===== src/rtl/cart_bus_pkg.sv =====
`default_nettype none
// ============================================================================
// Module      : cart_bus_pkg
// Description : Shared types, addresses and timing defaults for the cartridge
//               bus master and its single-cycle bus phy.
// Revision    : 1.0 - initial release
// ============================================================================
package cart_bus_pkg;

    typedef enum logic [1:0] {
        IDLE   = 2'd0,
        SETUP  = 2'd1,
        STROBE = 2'd2,
        HOLD   = 2'd3
    } phase_t;

    typedef enum logic [1:0] {
        MST_IDLE = 2'd0,
        MST_RUN  = 2'd1,
        MST_RESP = 2'd2
    } mst_state_t;

    typedef struct packed {
        logic        write;
        logic [15:0] adr;
        logic [7:0]  data;
    } bus_op_t;

    localparam logic [15:0] c_reg_bank_lo = 16'h2000;
    localparam logic [15:0] c_reg_bank_hi = 16'h4000;
    localparam logic [15:0] c_reg_win_end = 16'h8000;
    localparam logic [15:0] c_ncs_lo      = 16'hA000;
    localparam logic [15:0] c_ncs_hi      = 16'hFE00;

    localparam int c_setup_cyc_def  = 1;
    localparam int c_strobe_cyc_def = 2;
    localparam int c_hold_cyc_def   = 1;
    localparam int c_cnt_w          = 8;

    localparam logic [1:0] c_step_bank_lo = 2'd0;
    localparam logic [1:0] c_step_bank_hi = 2'd1;
    localparam logic [1:0] c_step_final   = 2'd2;

    // Bus operation for a given step of a request; the final step is the
    // user access (or the mapped ROM read for linear requests).
    function automatic bus_op_t op_for_step(
        input logic [1:0]  step,
        input logic        write,
        input logic        linear,
        input logic [20:0] adr,
        input logic [7:0]  data
    );
        bus_op_t op;
        op.write = write;
        op.adr   = adr[15:0];
        op.data  = data;
        case (step)
            c_step_bank_lo: begin
                op.write = 1'b1;
                op.adr   = c_reg_bank_lo;
                op.data  = {3'b000, adr[18:14]};
            end
            c_step_bank_hi: begin
                op.write = 1'b1;
                op.adr   = c_reg_bank_hi;
                op.data  = {6'b000000, adr[20:19]};
            end
            default: begin
                if (linear) begin
                    op.write = 1'b0;
                    op.adr   = {((adr[20:14] != 7'd0) ? 2'b01 : 2'b00), adr[13:0]};
                end
            end
        endcase
        return op;
    endfunction

endpackage
`default_nettype wire


===== src/rtl/cart_bus_phy.sv =====
`default_nettype none
// ============================================================================
// Module      : cart_bus_phy
// Description : Runs one SETUP/STROBE/HOLD cartridge bus cycle; a new cycle
//               may start on the edge that ends the previous HOLD.
// Revision    : 1.0 - initial release
// ============================================================================
module cart_bus_phy
    import cart_bus_pkg::*;
#(
    parameter int SETUP_CYC  = c_setup_cyc_def,
    parameter int STROBE_CYC = c_strobe_cyc_def,
    parameter int HOLD_CYC   = c_hold_cyc_def
) (
    input  logic        clk,
    input  logic        nreset,
    input  logic        start,
    input  bus_op_t     op,
    output logic        done,
    output logic [7:0]  rdata,
    output logic [15:0] cart_adr,
    output logic [7:0]  cart_dout,
    output logic        cart_doe,
    input  logic [7:0]  cart_din,
    output logic        cart_nrd,
    output logic        cart_nwr,
    output logic        cart_ncs
);

    localparam logic [c_cnt_w-1:0] c_setup_ld  = c_cnt_w'(SETUP_CYC - 1);
    localparam logic [c_cnt_w-1:0] c_strobe_ld = c_cnt_w'(STROBE_CYC - 1);
    localparam logic [c_cnt_w-1:0] c_hold_ld   = c_cnt_w'(HOLD_CYC - 1);
    localparam logic [c_cnt_w-1:0] c_one       = c_cnt_w'(1);

    phase_t             r_phase, w_phase_nxt;
    logic [c_cnt_w-1:0] r_cnt, w_cnt_nxt;
    logic               r_write, w_write_nxt;
    logic [15:0]        r_adr, w_adr_nxt;
    logic [7:0]         r_dout, w_dout_nxt;
    logic               r_doe, w_doe_nxt;
    logic               r_nrd, w_nrd_nxt;
    logic               r_nwr, w_nwr_nxt;
    logic               r_ncs, w_ncs_nxt;
    logic [7:0]         r_rdata, w_rdata_nxt;
    logic               w_last;
    logic               w_load;

    assign w_last = (r_cnt == '0);
    assign done   = (r_phase == HOLD) && w_last;
    assign w_load = start && ((r_phase == IDLE) || done);

    always_ff @(posedge clk or negedge nreset) begin
        if (!nreset) begin
            r_phase <= IDLE;
            r_cnt   <= '0;
            r_write <= 1'b0;
            r_adr   <= 16'h0000;
            r_dout  <= 8'h00;
            r_doe   <= 1'b0;
            r_nrd   <= 1'b1;
            r_nwr   <= 1'b1;
            r_ncs   <= 1'b1;
            r_rdata <= 8'h00;
        end else begin
            r_phase <= w_phase_nxt;
            r_cnt   <= w_cnt_nxt;
            r_write <= w_write_nxt;
            r_adr   <= w_adr_nxt;
            r_dout  <= w_dout_nxt;
            r_doe   <= w_doe_nxt;
            r_nrd   <= w_nrd_nxt;
            r_nwr   <= w_nwr_nxt;
            r_ncs   <= w_ncs_nxt;
            r_rdata <= w_rdata_nxt;
        end
    end

    // Strobes and select are registered so the pins never glitch.
    always_comb begin
        w_phase_nxt = r_phase;
        w_cnt_nxt   = r_cnt;
        w_write_nxt = r_write;
        w_adr_nxt   = r_adr;
        w_dout_nxt  = r_dout;
        w_doe_nxt   = r_doe;
        w_nrd_nxt   = r_nrd;
        w_nwr_nxt   = r_nwr;
        w_ncs_nxt   = r_ncs;
        w_rdata_nxt = r_rdata;

        case (r_phase)
            SETUP: begin
                if (w_last) begin
                    w_phase_nxt = STROBE;
                    w_cnt_nxt   = c_strobe_ld;
                    w_nrd_nxt   = r_write;
                    w_nwr_nxt   = ~r_write;
                end else begin
                    w_cnt_nxt = r_cnt - c_one;
                end
            end
            STROBE: begin
                if (w_last) begin
                    w_phase_nxt = HOLD;
                    w_cnt_nxt   = c_hold_ld;
                    w_nrd_nxt   = 1'b1;
                    w_nwr_nxt   = 1'b1;
                    if (!r_write) begin
                        w_rdata_nxt = cart_din;
                    end
                end else begin
                    w_cnt_nxt = r_cnt - c_one;
                end
            end
            HOLD: begin
                if (w_last) begin
                    w_phase_nxt = IDLE;
                    w_doe_nxt   = 1'b0;
                    w_ncs_nxt   = 1'b1;
                end else begin
                    w_cnt_nxt = r_cnt - c_one;
                end
            end
            default: ;
        endcase

        if (w_load) begin
            w_phase_nxt = SETUP;
            w_cnt_nxt   = c_setup_ld;
            w_write_nxt = op.write;
            w_adr_nxt   = op.adr;
            w_doe_nxt   = op.write;
            w_ncs_nxt   = !((op.adr >= c_ncs_lo) && (op.adr < c_ncs_hi));
            if (op.write) begin
                w_dout_nxt = op.data;
            end
        end
    end

    assign rdata     = r_rdata;
    assign cart_adr  = r_adr;
    assign cart_dout = r_dout;
    assign cart_doe  = r_doe;
    assign cart_nrd  = r_nrd;
    assign cart_nwr  = r_nwr;
    assign cart_ncs  = r_ncs;

endmodule
`default_nettype wire


===== src/rtl/cart_bus_master.sv =====
`default_nettype none
// ============================================================================
// Module      : cart_bus_master
// Description : Request front end for the cartridge bus; adds linear ROM
//               reads with a one-entry cached bank around cart_bus_phy.
// Revision    : 1.0 - initial release
// ============================================================================
module cart_bus_master
    import cart_bus_pkg::*;
#(
    parameter int SETUP_CYC  = c_setup_cyc_def,
    parameter int STROBE_CYC = c_strobe_cyc_def,
    parameter int HOLD_CYC   = c_hold_cyc_def
) (
    input  logic        clk,
    input  logic        nreset,
    input  logic        req_valid,
    output logic        req_ready,
    input  logic        req_write,
    input  logic        req_linear,
    input  logic [20:0] req_adr,
    input  logic [7:0]  req_data,
    output logic        rsp_valid,
    output logic [7:0]  rsp_data,
    output logic        rsp_err,
    input  logic        bank_flush,
    output logic [15:0] cart_adr,
    output logic [7:0]  cart_dout,
    output logic        cart_doe,
    input  logic [7:0]  cart_din,
    output logic        cart_nrd,
    output logic        cart_nwr,
    output logic        cart_ncs
);

    mst_state_t  r_state, w_state_nxt;
    logic [1:0]  r_step, w_step_nxt;
    logic        r_miss, w_miss_nxt;
    logic        r_cache_valid, w_cache_valid_nxt;
    logic [6:0]  r_cache_bank, w_cache_bank_nxt;
    logic        r_rsp_valid, w_rsp_valid_nxt;
    logic        r_rsp_err, w_rsp_err_nxt;
    logic [7:0]  r_rsp_data, w_rsp_data_nxt;

    logic        r_write;
    logic        r_linear;
    logic [20:0] r_adr;
    logic [7:0]  r_data;

    logic        w_accept;
    logic [6:0]  w_bank;
    logic        w_hit;
    logic        w_bank_err;
    logic        w_wr_inval;
    logic [1:0]  w_first_step;
    logic        w_phy_start;
    logic        w_phy_done;
    logic [7:0]  w_phy_rdata;
    bus_op_t     w_phy_op;

    assign req_ready    = (r_state == MST_IDLE);
    assign w_accept     = req_ready && req_valid;
    assign w_bank       = req_adr[20:14];
    assign w_hit        = (w_bank == 7'd0) || (r_cache_valid && (r_cache_bank == w_bank));
    assign w_bank_err   = req_linear && (w_bank != 7'd0) && (w_bank[4:0] == 5'd0);
    assign w_wr_inval   = !req_linear && req_write &&
                          (req_adr[15:0] >= c_reg_bank_lo) && (req_adr[15:0] < c_reg_win_end);
    assign w_first_step = (req_linear && !w_hit) ? c_step_bank_lo : c_step_final;

    // The phy is restarted on the edge that ends its HOLD so that the bank
    // register writes and the ROM read run back to back.
    assign w_phy_start = (w_accept && !w_bank_err) ||
                         ((r_state == MST_RUN) && w_phy_done && (r_step != c_step_final));
    assign w_phy_op    = (r_state == MST_IDLE)
                       ? op_for_step(w_first_step, req_write, req_linear, req_adr, req_data)
                       : op_for_step(r_step + 2'd1, r_write, r_linear, r_adr, r_data);

    always_ff @(posedge clk or negedge nreset) begin
        if (!nreset) begin
            r_state       <= MST_IDLE;
            r_step        <= c_step_final;
            r_miss        <= 1'b0;
            r_cache_valid <= 1'b0;
            r_cache_bank  <= 7'd0;
            r_rsp_valid   <= 1'b0;
            r_rsp_err     <= 1'b0;
            r_rsp_data    <= 8'h00;
        end else begin
            r_state       <= w_state_nxt;
            r_step        <= w_step_nxt;
            r_miss        <= w_miss_nxt;
            r_cache_valid <= w_cache_valid_nxt;
            r_cache_bank  <= w_cache_bank_nxt;
            r_rsp_valid   <= w_rsp_valid_nxt;
            r_rsp_err     <= w_rsp_err_nxt;
            r_rsp_data    <= w_rsp_data_nxt;
        end
    end

    always_ff @(posedge clk or negedge nreset) begin
        if (!nreset) begin
            r_write  <= 1'b0;
            r_linear <= 1'b0;
            r_adr    <= 21'd0;
            r_data   <= 8'h00;
        end else if (w_accept) begin
            r_write  <= req_write;
            r_linear <= req_linear;
            r_adr    <= req_adr;
            r_data   <= req_data;
        end
    end

    always_comb begin
        w_state_nxt       = r_state;
        w_step_nxt        = r_step;
        w_miss_nxt        = r_miss;
        w_cache_valid_nxt = r_cache_valid;
        w_cache_bank_nxt  = r_cache_bank;
        w_rsp_valid_nxt   = 1'b0;
        w_rsp_err_nxt     = 1'b0;
        w_rsp_data_nxt    = r_rsp_data;

        case (r_state)
            MST_IDLE: begin
                if (w_accept) begin
                    if (w_bank_err) begin
                        w_state_nxt     = MST_RESP;
                        w_rsp_valid_nxt = 1'b1;
                        w_rsp_err_nxt   = 1'b1;
                    end else begin
                        w_state_nxt = MST_RUN;
                        w_step_nxt  = w_first_step;
                        w_miss_nxt  = req_linear && !w_hit;
                    end
                    if (w_wr_inval) begin
                        w_cache_valid_nxt = 1'b0;
                    end
                end
            end
            MST_RUN: begin
                if (w_phy_done) begin
                    if (r_step == c_step_final) begin
                        w_state_nxt     = MST_RESP;
                        w_rsp_valid_nxt = 1'b1;
                        if (r_linear || !r_write) begin
                            w_rsp_data_nxt = w_phy_rdata;
                        end
                        if (r_miss) begin
                            w_cache_valid_nxt = 1'b1;
                            w_cache_bank_nxt  = r_adr[20:14];
                        end
                    end else begin
                        w_step_nxt = r_step + 2'd1;
                    end
                end
            end
            MST_RESP: begin
                w_state_nxt = MST_IDLE;
            end
            default: begin
                w_state_nxt = MST_IDLE;
            end
        endcase

        if (bank_flush) begin
            w_cache_valid_nxt = 1'b0;
        end
    end

    assign rsp_valid = r_rsp_valid;
    assign rsp_err   = r_rsp_err;
    assign rsp_data  = r_rsp_data;

    cart_bus_phy #(
        .SETUP_CYC  (SETUP_CYC),
        .STROBE_CYC (STROBE_CYC),
        .HOLD_CYC   (HOLD_CYC)
    ) u_phy (
        .clk       (clk),
        .nreset    (nreset),
        .start     (w_phy_start),
        .op        (w_phy_op),
        .done      (w_phy_done),
        .rdata     (w_phy_rdata),
        .cart_adr  (cart_adr),
        .cart_dout (cart_dout),
        .cart_doe  (cart_doe),
        .cart_din  (cart_din),
        .cart_nrd  (cart_nrd),
        .cart_nwr  (cart_nwr),
        .cart_ncs  (cart_ncs)
    );

endmodule
`default_nettype wire


===== config.mk =====
export PLATFORM = sky130hd
export DESIGN_NAME = cart_bus_master
export DESIGN_NICKNAME = d
export VERILOG_FILES = /design/src/rtl/cart_bus_pkg.sv /design/src/rtl/cart_bus_phy.sv /design/src/rtl/cart_bus_master.sv
export SDC_FILE = /design/constraint.sdc
export NUM_CORES = 1
export LEC_CHECK = 0
export ABC_AREA = 1
export BUFFER_PORTS_ARGS = -buffer_cell sky130_fd_sc_hd__buf_4
export CAP_MARGIN = 20
export CELL_PAD_IN_SITES_DETAIL_PLACEMENT = 1
export CELL_PAD_IN_SITES_GLOBAL_PLACEMENT = 1
export CORE_MARGIN = 2
export CORE_UTILIZATION = 41
export DETAILED_ROUTE_END_ITERATION = 16
export PLACE_DENSITY = 0.83
export REMOVE_ABC_BUFFERS = 1
export SLEW_MARGIN = 15
export SYNTH_ARGS = -nofsm -noshare
export SYNTH_HDL_FRONTEND = slang
export SYNTH_SLANG_ARGS = --single-unit

===== constraint.sdc =====
create_clock -name clk -period 2.62 [get_ports clk]
set_input_delay 0.524 -clock clk [delete_from_list [all_inputs] [get_ports clk]]
set_output_delay 0.524 -clock clk [all_outputs]
set_load 0.005 [all_outputs]

==> results by group, run 1 <==
Run status
  – Run status: finished, violations left
  – Violated checks: design-rule violations

Job
  – Max-cap viol count: 0

Timing
  – Hold WS: 0.216 ns
  – Final hold violations: 0
  – RSZ-0062 raised after global routing: no
  – Final Setup Violations: 0
  – Final Max Slew Viols: 0
  – Peak Freq: 422 MHz
  – Final total negative setup slack: 0 ns
  – Worst slew pin tran: 0.910 ns
  – Final worst-path cycle share: 90.4%
  – Max_slew headroom: 39.3%
  – Clock Skew: 0.0145 ns
  – Final Critical Period: 2.37 ns

Synth
  – Register bit total from synthesis: 101
  – Post-synthesis async set-or-reset flop share: 100%
  – Sequential area share after synthesis: 52.1%
  – Syn Inst Count: 574
  – Largest area contributor in the netlist: dfrtp_1
  – Synth unique cells: 35
  – Synth top cells by count: nand2_1, dfrtp_1, inv_1, o21ai_0, nor2_1
  – EDFF count, synth: 0
  – Syn. warnings: 0
  – Area contributors post-synth: dfrtp_1, nand2_1, inv_1
  – Post-Syn Area: 4860 sq um
  – Most common cell in the netlist: nand2_1
  – Synth Flop Type: dfrtp_1
  – Yosys top cell area share: 49.9%
  – Syn Area/Cell: 8.47 sq um

Detailed routing
  – Detailed-route DRC error count: 4
  – Average wire per cell in the routed design: 16.1 microns
  – Routed Wire Length: 13000 microns
  – Starting DRT DRC Count: 232
  – ANT nets after route: 0
  – Number of iterations in the first detailed-routing pass: 10
  – Via Count: 4102
  – Vias per cell: 5.08

Worst setup path
  – Startpoint types: flop
  – Critical path class: flop to flop
  – Critical Path Source: u_phy.r_cnt[0]$_DFFE_PN0P_
  – Worst R2R Start: u_phy.r_cnt[0]$_DFFE_PN0P_
  – CP required: 2.87 ns
  – CP endpoint: u_phy.r_cnt[6]$_DFFE_PN0P_
  – Critical-path maximum fanout: 17
  – RR Endpoint: u_phy.r_cnt[6]$_DFFE_PN0P_
  – Arrival time at the worst endpoint: 2.62 ns
  – Worst reg2reg setup slack: 0.25 ns
  – Cell depth of the worst flop-to-flop path: 12
  – Setup crit end kind: flop

Floorplanning
  – Die area: 12700 sq um
  – Die Y: 113 microns
  – Core footprint: 11500 sq um
  – FP Rows: 39
  – Die W: 113 microns
  – Starting Density: 42.2%
  – Num ports: 82

Global route
  – Vias in the first global route: 4514
  – First-pass GRT wire length: 22400 microns
  – Largest net degree at the start of global routing: 102
  – Total gr overflow: 0
  – Initial antenna violation count: 0
  – Tot GR Track Use: 22.1%

Final layout
  – Share of cells above drive strength 1: 22.6%
  – Antenna diode count: 0
  – Fill cells: 1408
  – Layout area overhead: 22.6%
  – Final core utilization: 51.8%
  – Nets@finish: 712

Place
  – RD Place Congestion: 0.820
  – I/O Buffers: 81
  – Final HPWL DP: 9290 microns

Pwr
  – Max IR drop VDD: 0.335 mV
  – Lkg Pwr: 3.11 nW
  – Pwr per Cell Area: 855 nW/um^2
  – Total power: 5.10 mW

Clock tree
  – Clk Latency, worst-skew pair: 0.35 ns
  – Clock Tree Root: clkbuf_16
  – CTS max path bufs: 2
  – TritonCTS clock tree: built
  – Clock Sinks: 101
  – Number of CTS-inserted buffers: 9
  – Clock-pin slew on the worst setup and hold paths: 0.07 ns
  – CTS HTree Levels: 3

Hold path
  – Hold Path Class: primary input to async pin
layer usage:
metal,part of all wire (%),GRT usage (%)
met1,46,29.4
met3,2.7,2.84
met4,1.9,8.21
met5,0,0
met2,49,37.1
per-stage QoR:
step	setup WS (ns)	instances	instance area (sq um)
2_1_floorplan	-0.160	557	4790
3_3_place_gp	0.218	789	5650
3_5_place_dp	0.156	789	5650
4_1_cts	0.132	805	5930
5_1_grt	0.0128	807	5960
6_report	0.251	807	5960
cell families after synthesis:
group                      Yosys count  share of synthesized area [%]
xor gates and xnor gates             5                          0.901
muxes                               18                           4.17
adders and majority gates           10                           2.57
DFF                                101                           52.1
AOI/OAI and AO/OA                   89                           10.4
and+or+nand+nor                    272                           23.6
buffers and inverters               79                           6.30
sequential cells by signal, summed over array words and instances, names as in the netlist, 2 cells and up:
signal and cells:
u_phy.r_phase 2, r_step 2, r_data 8, u_phy.rdata 8, rsp_data 8, r_cache_bank 7, u_phy.cart_dout 8, r_adr 21
u_phy.cart_adr 16, u_phy.r_cnt 8, r_state 2
placed cells by master (no fill, tap or decap), drive strengths merged, types with 7 or more instances in the layout:
master	synthesis	routed
a21oi	12	12
a31oi	16	16
buf	6	91
clkbuf	11	11
dfrtp	97	97
ha	10	10
inv	62	64
mux2	18	18
nand2	191	191
nand3	26	26
nor2	44	44
o21ai	47	47
o22ai	7	7
power by group:
part,internal (mW),switching (mW)
Sequential,1.85,0.198
Combinational,0.694,1.06
Clock,0.682,0.616
how the worst min path moves through the flow:
stage	from	end	slack, ns	depth (start not counted)
floorplan	nreset	r_adr[0]$_DFFE_PN0P_	0.23	0
global placement	u_phy.r_write$_DFFE_PN0N_	u_phy.cart_nwr$_DFFE_PN1P_	0.44	1
detailed placement	u_phy.r_write$_DFFE_PN0N_	u_phy.cart_nwr$_DFFE_PN1P_	0.45	1
CTS	nreset	r_adr[20]$_DFFE_PN0P_	0.27	2
global route	nreset	r_adr[20]$_DFFE_PN0P_	0.29	2
finish	nreset	r_adr[20]$_DFFE_PN0P_	0.22	2
layout make-up:
| class | count | area (sq um) | area share, % |
|---|---|---|---|
| flip-flops and latches | 101 | 2530 | 42.5 |
| multi-input cells | 394 | 2030 | 34.1 |
| repair buffers | 91 | 699 | 11.7 |
| clock buffers | 11 | 243 | 4.07 |
| inverters | 62 | 233 | 3.90 |
| well taps | 143 | 179 | 3.00 |
| clock inverters | 5 | 42.5 | 0.714 |
critical path, stage by stage, from the launching register on:
cell and delay (ns):
dfrtp_1 0.40, inv_1 0.08, ha_1 0.20, nand3_2 0.11, nor2_2 0.11, nand2_2 0.10, nor2_8 0.16, nand2_4 0.11
o21ai_4 0.22, nand2_4 0.19, nand2_4 0.18, nand3_2 0.19, o22ai_1 0.22
repair_timing:
| action | in CTS | in global routing |
|---|---|---|
| setup endpoints to repair | 0 | 24 |
| setup buffers | 0 | 2 |
| gates resized for setup | 0 | 4 |
| hold buffers | 0 | 0 |
No activity file was read; power rests on OpenSTA's default activity.
==> inputs of run 2 (changes only) <==
CELL_PAD_IN_SITES_DETAIL_PLACEMENT = not set   (was 1)
CELL_PAD_IN_SITES_GLOBAL_PLACEMENT = not set   (was 1)
PLACE_DENSITY = 0.66   (was 0.83)
==> run 2 against run 1 <==
Net effect: the flow still finishes with violations (design-rule violations); design area down 0.23%; critical path depth down 2; combinational power about the same; non-clock buffer count down 1; largest cell class unchanged.
==> results by group, run 2 (synthesized netlist as in run 1, its figures left out) <==
Run status
  – Violated checks: design-rule violations (unchanged)
  – Run status: finished, violations left (unchanged)

Detailed routing
  – Number of iterations in the first detailed-routing pass: 11 (was 10)
  – Average wire per cell in the routed design: 14.5 microns (was 16.1 microns)
  – Via Count: 4058 (was 4102)
  – Routed Wire Length: 11700 microns (was 13000 microns)
  – Vias per cell: 5.03 (was 5.08)
  – Starting DRT DRC Count: 242 (was 232)
  – Detailed-route DRC error count: 3 (was 4)
  – ANT nets after route: 0 (unchanged)

Worst setup path
  – Worst path bufs/invs: 1 (unchanged)
  – CP required: 2.85 ns (was 2.87 ns)
  – Worst path max stage delay: 0.40 ns (about the same)
  – Crit-path leading delay family: simple AND/OR/NAND/NOR gates (unchanged)
  – CP max-delay cell: dfrtp_1 (unchanged)
  – Arrival time at the worst endpoint: 2.60 ns (was 2.62 ns)
  – Setup crit end kind: flop (unchanged)
  – Startpoint types: flop (unchanged)
  – Crit-path cells: inv_1 > ha_1 > nand3_2 > nor2_2 > nand2_2 > nor2_8 > nand2_4 > nor2_1 > nand2_1 > mux2_2 (was inv_1 > ha_1 > nand3_2 > nor2_2 > nand2_2 > nor2_8 > nand2_4 > o21ai_4 > nand2_4 > nand2_4 > nand3_2 > o22ai_1)
  – Critical-path maximum fanout: 13 (was 17)
  – Critical path class: flop to flop (unchanged)

Global route
  – Largest net degree at the start of global routing: 49 (was 102)
  – Total gr overflow: 0 (unchanged)
  – Vias in the first global route: 4127 (was 4514)
  – First-pass GRT wire length: 19900 microns (was 22400 microns)
  – Tot GR Track Use: 19.3% (was 22.1%)
  – Initial antenna violation count: 0 (unchanged)

Clock tree
  – Number of CTS-inserted buffers: 9 (unchanged)
  – Clock Tree Root: clkbuf_16 (unchanged)
  – Hold_buf cts: 0 (unchanged)
  – CTS HTree Levels: 3 (unchanged)
  – CTS max path bufs: 2 (unchanged)
  – Clock Sinks: 101 (unchanged)
  – Clock-pin slew on the worst setup and hold paths: 0.07 ns (about the same)
  – Clk Latency, worst-skew pair: 0.35 ns (about the same)
  – TritonCTS clock tree: built (unchanged)

Final layout
  – Most flop-heavy register: r_adr (unchanged)
  – Layout area overhead: 22.3% (was 22.6%)
  – Nets@finish: 711 (was 712)
  – Antenna diode count: 0 (unchanged)
  – Final core utilization: 51.7% (was 51.8%)
  – Most frequent cells in the layout: nand2_1, dfrtp_1, buf_4, inv_1, o21ai_0 (unchanged)
  – Share of cells above drive strength 1: 22.3% (was 22.6%)
  – Commonest non-fill, non-tap cell in the layout: nand2_1 (unchanged)
  – Max reg flops: 21 (unchanged)

Pwr
  – Max IR drop VDD: 0.375 mV (was 0.335 mV)
  – Total power: 5.06 mW (was 5.10 mW)
  – Pwr per Cell Area: 851 nW/um^2 (was 855 nW/um^2)
  – Lkg Pwr: 3.11 nW (about the same)

Timing
  – Final worst-path cycle share: 90.7% (was 90.4%)
  – Final Critical Period: 2.38 ns (was 2.37 ns)
  – Worst slew pin tran: 0.888 ns (was 0.910 ns)
  – RSZ-0062 raised after global routing: no (unchanged)
  – Max_slew headroom: 40.8% (was 39.3%)
  – Clock Skew: 0.0141 ns (was 0.0145 ns)
  – Peak Freq: 421 MHz (was 422 MHz)
  – Final hold violations: 0 (unchanged)
  – Final Setup Violations: 0 (unchanged)
  – Final Max Slew Viols: 0 (unchanged)

Place
  – Final HPWL DP: 8500 microns (was 9290 microns)
  – RD Place Congestion: 0.883 (was 0.820)
  – I/O Buffers: 81 (unchanged)

Floorplanning
  – Die W: 113 microns (unchanged)
  – FP Rows: 39 (unchanged)
  – Core footprint: 11500 sq um (unchanged)
  – Die area: 12700 sq um (unchanged)
  – Die Y: 113 microns (unchanged)
  – Num ports: 82 (unchanged)
  – Starting Density: 42.2% (unchanged)

Job
  – Max-cap viol count: 0 (unchanged)

Hold path
  – Hold Path Class: primary input to async pin (unchanged)
run 2: cell types whose count changed in the layout (fill, tap and decap cells not counted):
cell and change:
nand2_4 -1, clkinv_2 +2, inv_8 +1, inv_2 -1, nand2_1 +2, clkinv_4 -1, nand2_2 -1, clkinv_8 +1
clkbuf_8 -1, clkbuf_1 -1, buf_6 -1
run 2: routing by layer:
metal	vias to the layer above	routed length (microns)	track usage [%]
li1	2009	-	-
met1	1935	5530	26.8
met2	98	5550	32.0
met3	16	490	3.05
met4	0	151	4.55
met5	-	0	0
run 2: worst paths after layout:
check	start	end	slack, ns	cells past startpoint
min in group clk	bank_flush	r_cache_valid$_DFFE_PN0P_	0.34	2
worst min register to register	u_phy.r_write$_DFFE_PN0N_	u_phy.cart_nwr$_DFFE_PN1P_	0.47	1
worst min-delay path	nreset	rsp_valid$_DFF_PN0_	0.21	1
worst max register to register	u_phy.r_cnt[0]$_DFFE_PN0P_	r_cache_bank[5]$_DFFE_PN0P_	0.24	10
max in group asynchronous	nreset	u_phy.cart_ncs$_DFFE_PN1P_	1.67	2
worst max-delay path	u_phy.r_cnt[0]$_DFFE_PN0P_	r_cache_bank[5]$_DFFE_PN0P_	0.24	10
run 2: report_power, final:
group          total [mW]  internal [mW]  switching (mW)  leakage [nW]
Clock                1.30          0.666           0.635         0.141
Sequential           2.03           1.84           0.188          1.28
Combinational        1.73          0.703            1.03          1.68
run 2: area by class of cell:
class                           count  area, sq um
Fill cell                        1096         5570
Sequential cell                   101         2530
Multi-Input combinational cell    394         2020
Timing Repair Buffer               90          688
Inverter                           62          234
Clock buffer                        9          225
Tap cell                          143          179
Clock inverter                      7         66.3
run 2: stage by stage:
stage	TNS, ns	cell area [sq um]	worst slack, ns	instances	hold WS, ns
4_1_cts	0	5940	0.188	805	0.240
3_3_place_gp	0	5650	0.275	789	0.450
5_1_grt	0	5950	0.0336	806	0.260
2_1_floorplan	-3.00	4790	-0.160	557	0.228
3_5_place_dp	0	5650	0.172	789	0.458
6_report	0	5950	0.243	806	0.205
run 2: what timing repair did:
item                       CTS  global route
gates resized for setup      0             1
setup buffers                0             1
setup endpoints to repair    0            13
